**src/rtl/noc_serial_pkg.sv**
```systemverilog
// Shared definitions for the serial NoC endpoints: header layout, flit type,
// FSM state encoding and the body-flit count helper.
package noc_serial_pkg;

    localparam int ADDR_BITS       = 4;
    localparam int HDR_BITS        = 16;
    localparam int HDR_DST_ROW_LSB = 12;
    localparam int HDR_DST_COL_LSB = 8;
    localparam int HDR_SRC_ROW_LSB = 4;
    localparam int HDR_SRC_COL_LSB = 0;
    localparam int FLIT_BITS       = 16;

    typedef logic [ADDR_BITS-1:0] addr_t;

    typedef struct packed {
        logic                 last;
        logic [FLIT_BITS-1:0] data;
    } flit_t;

    typedef enum logic [2:0] {
        RX_HEAD  = 3'd0,
        RX_BODY  = 3'd1,
        REQ      = 3'd2,
        WAIT_RSP = 3'd3,
        TX_HEAD  = 3'd4,
        TX_BODY  = 3'd5
    } state_e;

    typedef enum logic {
        SHIFT_RX = 1'b0,
        SHIFT_TX = 1'b1
    } shift_dir_e;

    // Number of body flits needed to carry body_bits, rounded up.
    function automatic int calc_nb(input int body_bits, input int flit_bits);
        return (body_bits + flit_bits - 1) / flit_bits;
    endfunction

    function automatic logic [HDR_BITS-1:0] make_header(input addr_t dst_row, input addr_t dst_col,
                                                        input addr_t src_row, input addr_t src_col);
        logic [HDR_BITS-1:0] h;
        h = '0;
        h[HDR_DST_ROW_LSB +: ADDR_BITS] = dst_row;
        h[HDR_DST_COL_LSB +: ADDR_BITS] = dst_col;
        h[HDR_SRC_ROW_LSB +: ADDR_BITS] = src_row;
        h[HDR_SRC_COL_LSB +: ADDR_BITS] = src_col;
        return h;
    endfunction

endpackage

```
**src/rtl/noc_flit_shifter.sv**
```systemverilog
// LSB-first flit shift register. RX fills from the top so the first flit ends
// up in the low bits; TX loads a whole word and drains the low flit each shift.
module noc_flit_shifter
    import noc_serial_pkg::*;
#(
    parameter shift_dir_e DIR       = SHIFT_RX,
    parameter int         FLIT_BITS = 16,
    parameter int         NB        = 3,
    parameter int         OUT_BITS  = FLIT_BITS,
    localparam int        SR_BITS   = NB * FLIT_BITS
) (
    input  logic                 clk,
    input  logic                 rst,
    input  logic                 load_i,
    input  logic [SR_BITS-1:0]   load_data_i,
    input  logic                 shift_i,
    input  logic [FLIT_BITS-1:0] flit_i,
    output logic [OUT_BITS-1:0]  data_o
);

    logic [SR_BITS-1:0] sr_q, sr_d, fill;

    always_comb begin
        fill = (DIR == SHIFT_RX) ? (SR_BITS'(flit_i) << (SR_BITS - FLIT_BITS)) : '0;
        sr_d = sr_q;
        if (load_i) begin
            sr_d = load_data_i;
        end else if (shift_i) begin
            sr_d = (sr_q >> FLIT_BITS) | fill;
        end
    end

    always_ff @(posedge clk) begin
        if (rst) begin
            sr_q <= '0;
        end else begin
            sr_q <= sr_d;
        end
    end

    assign data_o = sr_q[OUT_BITS-1:0];

endmodule

```
**src/rtl/noc_serial_responder.sv**
```systemverilog
// Serial NoC responder: receives a request packet, hands it to the user, and
// returns the user's response to the sender. Optional framing check: NOC_RESPONDER_LEN_CHECK_EN.
module noc_serial_responder
    import noc_serial_pkg::*;
#(
    parameter int    PACKET_BITS    = 42,
    parameter int    PADDING_BITS   = 4,
    parameter int    FLIT_DATA_BITS = 16,
    parameter addr_t OWN_ROW        = 4'd0,
    parameter addr_t OWN_COL        = 4'd0
) (
    input  logic                      clk,
    input  logic                      rst,
    input  logic                      in_valid,
    input  logic                      in_last,
    input  logic [FLIT_DATA_BITS-1:0] in_data,
    output logic                      in_ack,
    output logic                      out_valid,
    output logic                      out_last,
    output logic [FLIT_DATA_BITS-1:0] out_data,
    input  logic                      out_ack,
    output logic                      req_valid,
    output logic [PADDING_BITS-1:0]   req_padding,
    output logic [PACKET_BITS-1:0]    req_packet,
    input  logic                      req_ready,
    input  logic                      rsp_valid,
    input  logic [PADDING_BITS-1:0]   rsp_padding,
    input  logic [PACKET_BITS-1:0]    rsp_packet,
    output logic                      rsp_ack,
    output state_e                    dbg_state
`ifdef NOC_RESPONDER_LEN_CHECK_EN
    ,
    output logic                      err
`endif
);

    localparam int BODY_BITS = PADDING_BITS + PACKET_BITS;
    localparam int NB        = calc_nb(BODY_BITS, FLIT_DATA_BITS);
    localparam int SR_BITS   = NB * FLIT_DATA_BITS;
    localparam int CNT_W     = $clog2(NB + 1);
    localparam logic [CNT_W-1:0] LAST_IDX = CNT_W'(NB - 1);

    state_e              state_q, state_d;
    logic [CNT_W-1:0]    cnt_q, cnt_d;
    addr_t               src_row_q, src_row_d, src_col_q, src_col_d;
    logic                rx_clear, rx_shift, tx_load, tx_shift, last_body;
    logic [BODY_BITS-1:0]      rx_word;
    logic [FLIT_DATA_BITS-1:0] tx_flit;

`ifdef NOC_RESPONDER_LEN_CHECK_EN
    logic err_q, err_d;
    assign err = err_q;
`else
    logic unused_in_last;
    assign unused_in_last = in_last;
`endif

    noc_flit_shifter #(
        .DIR(SHIFT_RX), .FLIT_BITS(FLIT_DATA_BITS), .NB(NB), .OUT_BITS(BODY_BITS)
    ) u_rx_shifter (
        .clk(clk), .rst(rst), .load_i(rx_clear), .load_data_i('0),
        .shift_i(rx_shift), .flit_i(in_data), .data_o(rx_word)
    );

    noc_flit_shifter #(
        .DIR(SHIFT_TX), .FLIT_BITS(FLIT_DATA_BITS), .NB(NB), .OUT_BITS(FLIT_DATA_BITS)
    ) u_tx_shifter (
        .clk(clk), .rst(rst), .load_i(tx_load),
        .load_data_i(SR_BITS'({rsp_padding, rsp_packet})),
        .shift_i(tx_shift), .flit_i('0), .data_o(tx_flit)
    );

    // The receive register holds still from REQ onward, so the request is stable until taken.
    assign {req_padding, req_packet} = rx_word;
    assign dbg_state = state_q;
    assign last_body = (cnt_q == LAST_IDX);

    always_comb begin
        state_d   = state_q;
        cnt_d     = cnt_q;
        src_row_d = src_row_q;
        src_col_d = src_col_q;
        in_ack    = 1'b0;
        req_valid = 1'b0;
        rsp_ack   = 1'b0;
        out_valid = 1'b0;
        out_last  = 1'b0;
        out_data  = '0;
        rx_clear  = 1'b0;
        rx_shift  = 1'b0;
        tx_load   = 1'b0;
        tx_shift  = 1'b0;
`ifdef NOC_RESPONDER_LEN_CHECK_EN
        err_d     = 1'b0;
`endif
        case (state_q)
            RX_HEAD: begin
                in_ack = in_valid;
                if (in_valid) begin
                    src_row_d = in_data[HDR_SRC_ROW_LSB +: ADDR_BITS];
                    src_col_d = in_data[HDR_SRC_COL_LSB +: ADDR_BITS];
                    cnt_d     = '0;
                    rx_clear  = 1'b1;
                    state_d   = RX_BODY;
                end
            end
            RX_BODY: begin
                in_ack = in_valid;
                if (in_valid) begin
                    rx_shift = 1'b1;
                    cnt_d    = cnt_q + 1'b1;
`ifdef NOC_RESPONDER_LEN_CHECK_EN
                    if (in_last != last_body) begin
                        err_d   = 1'b1;
                        cnt_d   = '0;
                        state_d = RX_HEAD;
                    end else if (last_body) begin
                        cnt_d   = '0;
                        state_d = REQ;
                    end
`else
                    if (last_body) begin
                        cnt_d   = '0;
                        state_d = REQ;
                    end
`endif
                end
            end
            REQ: begin
                req_valid = 1'b1;
                if (req_ready) begin
                    state_d = WAIT_RSP;
                end
            end
            WAIT_RSP: begin
                rsp_ack = rsp_valid;
                if (rsp_valid) begin
                    tx_load = 1'b1;
                    state_d = TX_HEAD;
                end
            end
            TX_HEAD: begin
                out_valid = 1'b1;
                out_data  = FLIT_DATA_BITS'(make_header(src_row_q, src_col_q, OWN_ROW, OWN_COL));
                if (out_ack) begin
                    cnt_d   = '0;
                    state_d = TX_BODY;
                end
            end
            TX_BODY: begin
                out_valid = 1'b1;
                out_data  = tx_flit;
                out_last  = last_body;
                if (out_ack) begin
                    tx_shift = 1'b1;
                    cnt_d    = cnt_q + 1'b1;
                    if (last_body) begin
                        cnt_d   = '0;
                        state_d = RX_HEAD;
                    end
                end
            end
            default: state_d = RX_HEAD;
        endcase
        // Handshake outputs are forced quiet while reset is held.
        if (rst) begin
            in_ack    = 1'b0;
            rsp_ack   = 1'b0;
            req_valid = 1'b0;
            out_valid = 1'b0;
            out_last  = 1'b0;
            out_data  = '0;
        end
    end

    always_ff @(posedge clk) begin
        if (rst) begin
            state_q   <= RX_HEAD;
            cnt_q     <= '0;
            src_row_q <= '0;
            src_col_q <= '0;
`ifdef NOC_RESPONDER_LEN_CHECK_EN
            err_q     <= 1'b0;
`endif
        end else begin
            state_q   <= state_d;
            cnt_q     <= cnt_d;
            src_row_q <= src_row_d;
            src_col_q <= src_col_d;
`ifdef NOC_RESPONDER_LEN_CHECK_EN
            err_q     <= err_d;
`endif
        end
    end

endmodule

```
**config.mk**
```make
export PLATFORM = sky130hd
export DESIGN_NAME = noc_serial_responder
export DESIGN_NICKNAME = d
export VERILOG_FILES = /design/src/rtl/noc_serial_pkg.sv /design/src/rtl/noc_flit_shifter.sv /design/src/rtl/noc_serial_responder.sv
export SDC_FILE = /design/constraint.sdc
export NUM_CORES = 1
export LEC_CHECK = 0
export ABC_CLOCK_PERIOD_IN_PS = 3500
export CORE_UTILIZATION = 50
export CTS_BUF_LIST = sky130_fd_sc_hd__clkbuf_8
export DETAILED_ROUTE_END_ITERATION = 6
export PLACE_DENSITY_LB_ADDON = 0.15
export REMOVE_ABC_BUFFERS = 1
export SYNTH_ARGS = -nofsm -noshare
export SYNTH_HDL_FRONTEND = slang
export SYNTH_SLANG_ARGS = --single-unit
```
**constraint.sdc**
```tcl
create_clock -name clk -period 3.5 [get_ports clk]
set_clock_uncertainty 0.15 [all_clocks]
set_input_delay 0.525 -clock clk [delete_from_list [all_inputs] [get_ports clk]]
set_output_delay 0.525 -clock clk [all_outputs]
set_load 0.005 [all_outputs]
```
==> reports/summary.md, run 1 <==
### Logic synthesis
• **combinational family with the most area after synthesis** simple AND/OR/NAND/NOR gates
• **yosys synthesis warning count** 0
• **Syn Std Cell Area** 0.004689 mm2
• **multiplexer share of the synthesized area** 0.02348
• **flip-flop and latch count after synthesis** 107
• **Netlist cell types** 33
• **commonest cells in the synthesized netlist** sky130_fd_sc_hd__nand2_1, sky130_fd_sc_hd__dfxtp_1, sky130_fd_sc_hd__a21oi_1
• **Async S/R FF share, synth** 0
• **Synth area leaders** sky130_fd_sc_hd__dfxtp_1, sky130_fd_sc_hd__nand2_1, sky130_fd_sc_hd__a21oi_1, sky130_fd_sc_hd__buf_4, sky130_fd_sc_hd__a311oi_1
• **fraction of synthesized cell area in xor and xnor cells** 0
• **area fraction in compound gates after synthesis** 0.1443
• **average size of a mapped cell** 7.842 um2
• **adder and majority gate portion of the synthesized area** 0
• **dominant register cell in the synthesized netlist** sky130_fd_sc_hd__dfxtp_1
• **cell taking the most area after synthesis** sky130_fd_sc_hd__dfxtp_1
• **number of standard cells after synthesis** 598
• **most used standard cell by instance count after synthesis** sky130_fd_sc_hd__nand2_1
• **Seq/Total Area, Yosys** 0.4568
• **share of synthesized cell area in and, or, nand and nor gates** 0.2519
• **top-area cell type share of the netlist area** 0.4568
• **EDFF count, synth** 0

### Clock tree
• **Resized cells post-CTS** 0
• **Worst-Skew Late Latency** 0.35 ns
• **# clock sinks** 107
• **number of clock buffers inserted by TritonCTS** 9
• **clock slew at reported path FFs** 0.11 ns
• **# Post-CTS Setup Buffers** 0
• **master cell of the clock root buffer** sky130_fd_sc_hd__clkbuf_8
• **TritonCTS clock tree** built
• **Max clock buf depth** 2
• **H-Tree Depth** 3
• **count of hold buffers inserted by post-cts repair** 0

### Hold path
• **type of the most critical hold path** flip-flop to flip-flop
• **startpoint of the tightest hold check path** u_rx_shifter.sr_q[47]$_SDFFE_PP0P_

### Setup path
• **flop2flop setup slack** 1.02 ns
• **Arrival @ worst endpoint** 2.24 ns
• **cells on worst reg2reg path** 5
• **R2R Path Start** dbg_state[0]$_SDFFE_PP0P_
• **required time of the critical path** 2.82 ns
• **kind of critical path** flip-flop to primary output
• **Critical R2R Capture** u_tx_shifter.sr_q[39]$_SDFFE_PP0P_
• **Critical Path, Cell by Cell** nor2_1 > and3_1 > and2_1 > clkdlybuf4s50_1
• **highest cell delay on the worst timing path** 0.75 ns
• **startpoint of the most critical setup path** dbg_state[1]$_SDFFE_PP0P_
• **endpoint type of the worst setup path** primary output
• **CP Max Fanout** 20
• **crit path launch type** flip-flop
• **Slowest-stage cell, CP** sky130_fd_sc_hd__dfxtp_1
• **Critical path destination** out_data[3]

### STA
• **transition time at the pin with the least slew margin** 0.9564 ns
• **final-report max-slew violation count** 0
• **worst hold slack after final layout** 0.3076 ns
• **setup total negative slack** 0 ns
• **Final setup violation count** 0
• **final hold violation count** 0
• **Setup WS post-layout** 0.5839 ns
• **final critical delay including setup and external delays** 2.916 ns
• **maximum achievable frequency** 342.9 MHz
• **unrepaired setup endpoints after global routing** false
• **portion of the clock cycle consumed by the worst path in the final layout** 0.8332
• **Slew HR** 0.3600

### Run status
• **run status** finished clean

### Place
• **Detail Placement HPWL** 7.026 mm
• **worst slack at placement** 0.7039 ns
• **placed instance count** 761
• **Placement Cell Area** 0.005708 mm2
• **# port buffers** 137
• **global placer's final weighted congestion** 0.8139

### Drt
• **number of routed nets with antenna violations** 0
• **initial drt markers** 160
• **final wirelength** 10.38 mm
• **number of iterations in the first detailed-routing pass** 4
• **routed vias** 4069
• **mean number of vias per cell** 5.237
• **routed wire length per instance** 13.36 um
• **DRC errors left** 0

### Global route
• **largest net degree at the start of global routing** 78
• **initial antenna violation count** 0
• **GR Util All Layers** 0.2157
• **via count of the first global-routing pass** 3749
• **global-route wire length before repair** 17.24 mm
• **aggregate global routing overflow** 0

### Floorplan
• **die boundary height** 98.85 um
• **placeable core area** 0.008891 mm2
• **die outline area** 0.009770 mm2
• **starting utilization of the core area** 0.5274
• **Std-Cell Rows** 34
• **number of top-level design ports** 139
• **die span in x** 98.85 um

### Flow run
• **# Max-Cap Violations** 0

### Cells and area
• **number of fill cells** 809
• **relative area change from synthesis to final layout** 26.39%
• **number of nets in the layout** 733
• **final cell count without fillers** 777
• **fraction of final layout cells with drive strength greater than 1** 0.04933
• **cell area after layout** 0.005927 mm2
• **number of diodes** 0
• **Post-Route Utilization** 0.6666

### Power
• **total leakage power** 1.995 nW
• **sum of internal, switching and leakage power** 2.224 mW
• **power per cell area** 375.3 mW/mm2
• **worst IR drop on VDD** 0.2069 mV

[flip-flops by register name, summed over array words and instances (netlist names)]
name               cells
dbg_state              3
cnt_q                  2
src_col_q              4
src_row_q              4
u_tx_shifter.sr_q     46
u_rx_shifter.sr_q     48
[worst min path at each step]
stage,cells after the start,to,slack [ns]
6_report,2,u_rx_shifter.sr_q[31]$_SDFFE_PP0P_,0.31
5_1_grt,2,u_rx_shifter.sr_q[15]$_SDFFE_PP0P_,0.32
4_1_cts,2,u_rx_shifter.sr_q[31]$_SDFFE_PP0P_,0.31
3_5_place_dp,2,u_rx_shifter.sr_q[31]$_SDFFE_PP0P_,0.30
3_3_place_gp,2,u_rx_shifter.sr_q[30]$_SDFFE_PP0P_,0.29
2_1_floorplan,2,src_col_q[0]$_SDFFE_PP0P_,0.28
[final cells by class]
cell class                      instances  area, um2  area share
Sequential cell                       107       2142      0.3614
Timing Repair Buffer                  147       1441      0.2432
Inverter                                2      7.507    0.001267
Multi-Input combinational cell        397       1982      0.3344
Tap cell                              108      135.1     0.02280
Clock buffer                           10      137.6     0.02322
Clock inverter                          6      81.33     0.01372
[metal layers]
| layer | vias up | global-route usage | wire length, um |
|---|---|---|---|
| li1 | 2071 | - | - |
| met1 | 1850 | 0.2728 | 4685 |
| met2 | 130 | 0.3631 | 4856 |
| met3 | 18 | 0.04468 | 614 |
| met4 | 0 | 0.07922 | 224 |
| met5 | - | 0 | 0 |
[kinds of logic (layout without fill, tap and decap cells)]
group,after synthesis,after routing
and+or+nand+nor,275,275
muxes,11,11
buffers and inverters,94,165
AOI/OAI and AO/OA,111,111
DFF,107,107
[worst max-delay path, delay by kind of cell, from the launching register on]
kind                   cells  cell delay [ns]
flip-flops                 1             0.75
AND/OR/NAND/NOR            3             0.70
buffers and inverters      1             0.44
[placed cells by master (no fill, tap or decap), types with 2 or more instances in the layout]
cell	n
sky130_fd_sc_hd__nand2_1	191
sky130_fd_sc_hd__clkdlybuf4s50_1	136
sky130_fd_sc_hd__dfxtp_1	107
sky130_fd_sc_hd__a21oi_1	75
sky130_fd_sc_hd__nor2_1	42
sky130_fd_sc_hd__a311oi_1	30
sky130_fd_sc_hd__nand3_1	16
sky130_fd_sc_hd__mux2i_1	11
sky130_fd_sc_hd__clkbuf_8	10
sky130_fd_sc_hd__buf_4	10
sky130_fd_sc_hd__and2_1	8
sky130_fd_sc_hd__o21ai_0	3
sky130_fd_sc_hd__inv_6	3
sky130_fd_sc_hd__inv_1	2
sky130_fd_sc_hd__and4b_1	2
sky130_fd_sc_hd__or4_1	2
[power by group]
part	leakage, nW	switching, mW	internal [mW]
logic	1.02	0.0797	0.100
registers	0.864	0.0111	1.23
clock network	0.111	0.437	0.366
total	2.00	0.528	1.70
Note: power is estimated with default switching activity, not from simulation.
==> run 2: changes to the inputs <==
--- a/config.mk
+++ b/config.mk
@@ -5,8 +5,8 @@
 export SDC_FILE = /design/constraint.sdc
 export NUM_CORES = 1
 export LEC_CHECK = 0
-export ABC_CLOCK_PERIOD_IN_PS = 3500
-export CORE_UTILIZATION = 50
+export ABC_CLOCK_PERIOD_IN_PS = 2360
+export CORE_UTILIZATION = 44
 export CTS_BUF_LIST = sky130_fd_sc_hd__clkbuf_8
 export DETAILED_ROUTE_END_ITERATION = 6
 export PLACE_DENSITY_LB_ADDON = 0.15
==> constraint.sdc (replaced) <==
create_clock -name clk -period 2.36 [get_ports clk]
set_clock_uncertainty 0.15 [all_clocks]
set_input_delay 0.354 -clock clk [delete_from_list [all_inputs] [get_ports clk]]
set_output_delay 0.354 -clock clk [all_outputs]
set_load 0.005 [all_outputs]
==> reports/summary.md, run 2 (synthesis results as in run 1) <==
### STA
• **transition time at the pin with the least slew margin** 0.5050 ns
• **final critical delay including setup and external delays** 2.273 ns
• **Setup WS post-layout** 0.08654 ns
• **final hold violation count** 0
• **unrepaired setup endpoints after global routing** false
• **maximum achievable frequency** 439.9 MHz
• **final-report max-slew violation count** 0
• **Slew HR** 0.6537
• **portion of the clock cycle consumed by the worst path in the final layout** 0.9633
• **Final setup violation count** 0
• **setup total negative slack** 0 ns

### Drt
• **routed wire length per instance** 13.09 um
• **highest routing layer actually used** met4
• **initial drt markers** 164
• **wire length on met1** 4.862 mm
• **DR WL met3** 507 um
• **number of routed nets with antenna violations** 0
• **final wirelength** 10.61 mm
• **mean number of vias per cell** 4.995
• **number of iterations in the first detailed-routing pass** 4
• **DRC errors left** 0
• **routed vias** 4051
• **detailed route wirelength on metal2** 5.047 mm

### Setup path
• **Arrival @ worst endpoint** 1.77 ns
• **crit path launch type** flip-flop
• **highest cell delay on the worst timing path** 0.52 ns
• **Critical Path, Cell by Cell** nor2_2 > and3_4 > and3b_1 > clkdlybuf4s50_1
• **kind of critical path** flip-flop to primary output
• **flop2flop setup slack** 0.50 ns
• **cells on worst reg2reg path** 5
• **R2R Path Start** dbg_state[2]$_SDFFE_PP0P_
• **CP Max Fanout** 9
• **Slowest-stage cell, CP** sky130_fd_sc_hd__clkdlybuf4s50_1
• **endpoint type of the worst setup path** primary output
• **Critical R2R Capture** u_rx_shifter.sr_q[12]$_SDFFE_PP0P_
• **required time of the critical path** 1.86 ns

### Clock tree
• **TritonCTS clock tree** built
• **master cell of the clock root buffer** sky130_fd_sc_hd__clkbuf_8
• **Max clock buf depth** 2
• **number of clock buffers inserted by TritonCTS** 9
• **H-Tree Depth** 3
• **clock slew at reported path FFs** 0.09 ns
• **count of hold buffers inserted by post-cts repair** 0
• **# clock sinks** 107
• **# Post-CTS Setup Buffers** 0
• **Worst-Skew Late Latency** 0.36 ns

### Place
• **global placer's final weighted congestion** 0.7429
• **# port buffers** 137
• **Detail Placement HPWL** 7.137 mm
• **worst slack at placement** 0.1300 ns

### Global route
• **aggregate global routing overflow** 0
• **GR Util All Layers** 0.1879
• **global-route wire length before repair** 16.81 mm
• **initial antenna violation count** 0
• **largest net degree at the start of global routing** 78
• **via count of the first global-routing pass** 3535

### Hold path
• **startpoint of the tightest hold check path** rst
• **endpoint of the worst hold path** cnt_q[0]$_SDFFE_PP0P_
• **worst hold path cell count** 3
• **type of the most critical hold path** input port to flip-flop

### Cells and area
• **most used cells in the layout excluding fill and tap cells** sky130_fd_sc_hd__nand2_1, sky130_fd_sc_hd__clkdlybuf4s50_1, sky130_fd_sc_hd__dfxtp_1
• **number of flip-flops in the largest register** 48
• **Regs by FF count** u_rx_shifter.sr_q (48), u_tx_shifter.sr_q (46)
• **register with the highest flop count** u_rx_shifter.sr_q
• **most common cell after layout, fill and taps aside** sky130_fd_sc_hd__nand2_1
• **number of nets in the layout** 739
• **number of diodes** 0
• **fraction of final layout cells with drive strength greater than 1** 0.06519
• **relative area change from synthesis to final layout** 29.91%

### Power
• **total leakage power** 2.055 nW
• **worst IR drop on VDD** 0.2409 mV
• **sum of internal, switching and leakage power** 3.193 mW
• **power per cell area** 524.1 mW/mm2

### Floorplan
• **Std-Cell Rows** 37
• **die outline area** 0.01107 mm2
• **placeable core area** 0.01032 mm2
• **starting utilization of the core area** 0.4542
• **die boundary height** 105.2 um
• **die span in x** 105.2 um
• **number of top-level design ports** 139

### Run status
• **run status** finished clean

### Flow run
• **# Max-Cap Violations** 0

[run 2: cell count changes in the layout (fill, tap and decap cells not counted), sizes merged]
cell | before | now
buf | 11 | 17
bufinv | 1 | 0
inv | 5 | 6
[run 2: how the worst max path moves through the flow]
stage,start,to,slack [ns],cells past startpoint
floorplan,dbg_state[0]$_SDFFE_PP0P_,rsp_ack,-0.61,2
global placement,in_valid,in_ack,0.13,3
detailed placement,rsp_valid,rsp_ack,0.13,4
CTS,dbg_state[1]$_SDFFE_PP0P_,out_data[15],0.007,4
global route,dbg_state[1]$_SDFFE_PP0P_,out_last,0.02,4
finish,dbg_state[1]$_SDFFE_PP0P_,out_last,0.09,4
[run 2: area by class of cell]
cell class / count / area, um2
Fill cell: 963 / 4232
Sequential cell: 107 / 2145
Multi-Input combinational cell: 397 / 1998
Timing Repair Buffer: 153 / 1587
Tap cell: 136 / 170.2
Clock buffer: 10 / 137.6
Clock inverter: 6 / 47.55
Inverter: 2 / 7.507
[run 2: timing repair]
| action | in CTS | in global routing |
|---|---|---|
| endpoints found under the setup margin | 16 | 14 |
| pin swaps | 0 | 1 |
| gates cloned | 0 | 0 |
| gates resized for setup | 4 | 2 |
[run 2: power by group]
part           switching [mW]  internal [mW]  leakage (nW)
Sequential             0.0149           1.82         0.865
Clock                   0.633          0.425        0.0991
Combinational           0.127          0.169          1.09
[run 2: worst max-delay path: cells and delay by family (launching register included)]
family / cells / cell delay, ns
and+or+nand+nor: 3 / 0.56
DFF: 1 / 0.33
buffers and inverters: 1 / 0.52
[run 2: stage by stage]
stage	hold slack [ns]	utilization	instance area (um2)	std cells
after floorplan	0.2731	-	4118	506
after global placement	0.2839	0.5711	5896	796
after detailed placement	0.2958	0.5711	5896	796
after CTS	0.1560	0.5900	6091	812
after global routing	0.1887	0.5901	6092	811
final	0.1843	0.5901	6092	811
[run 2: routing by layer]
layer	vias to the layer above	track usage
met1	1856	0.2494
met2	97	0.3017
met3	14	0.03092
met5	-	0
li1	2084	-
met4	0	0.08048
==> run 3: changes to the inputs <==
--- a/config.mk
+++ b/config.mk
@@ -11,6 +11,7 @@
 export DETAILED_ROUTE_END_ITERATION = 6
 export PLACE_DENSITY_LB_ADDON = 0.15
 export REMOVE_ABC_BUFFERS = 1
+export SLEW_MARGIN = 20
 export SYNTH_ARGS = -nofsm -noshare
 export SYNTH_HDL_FRONTEND = slang
 export SYNTH_SLANG_ARGS = --single-unit
==> results of run 3 <==
Final layout, timing and power as in run 2 (identical DEF).
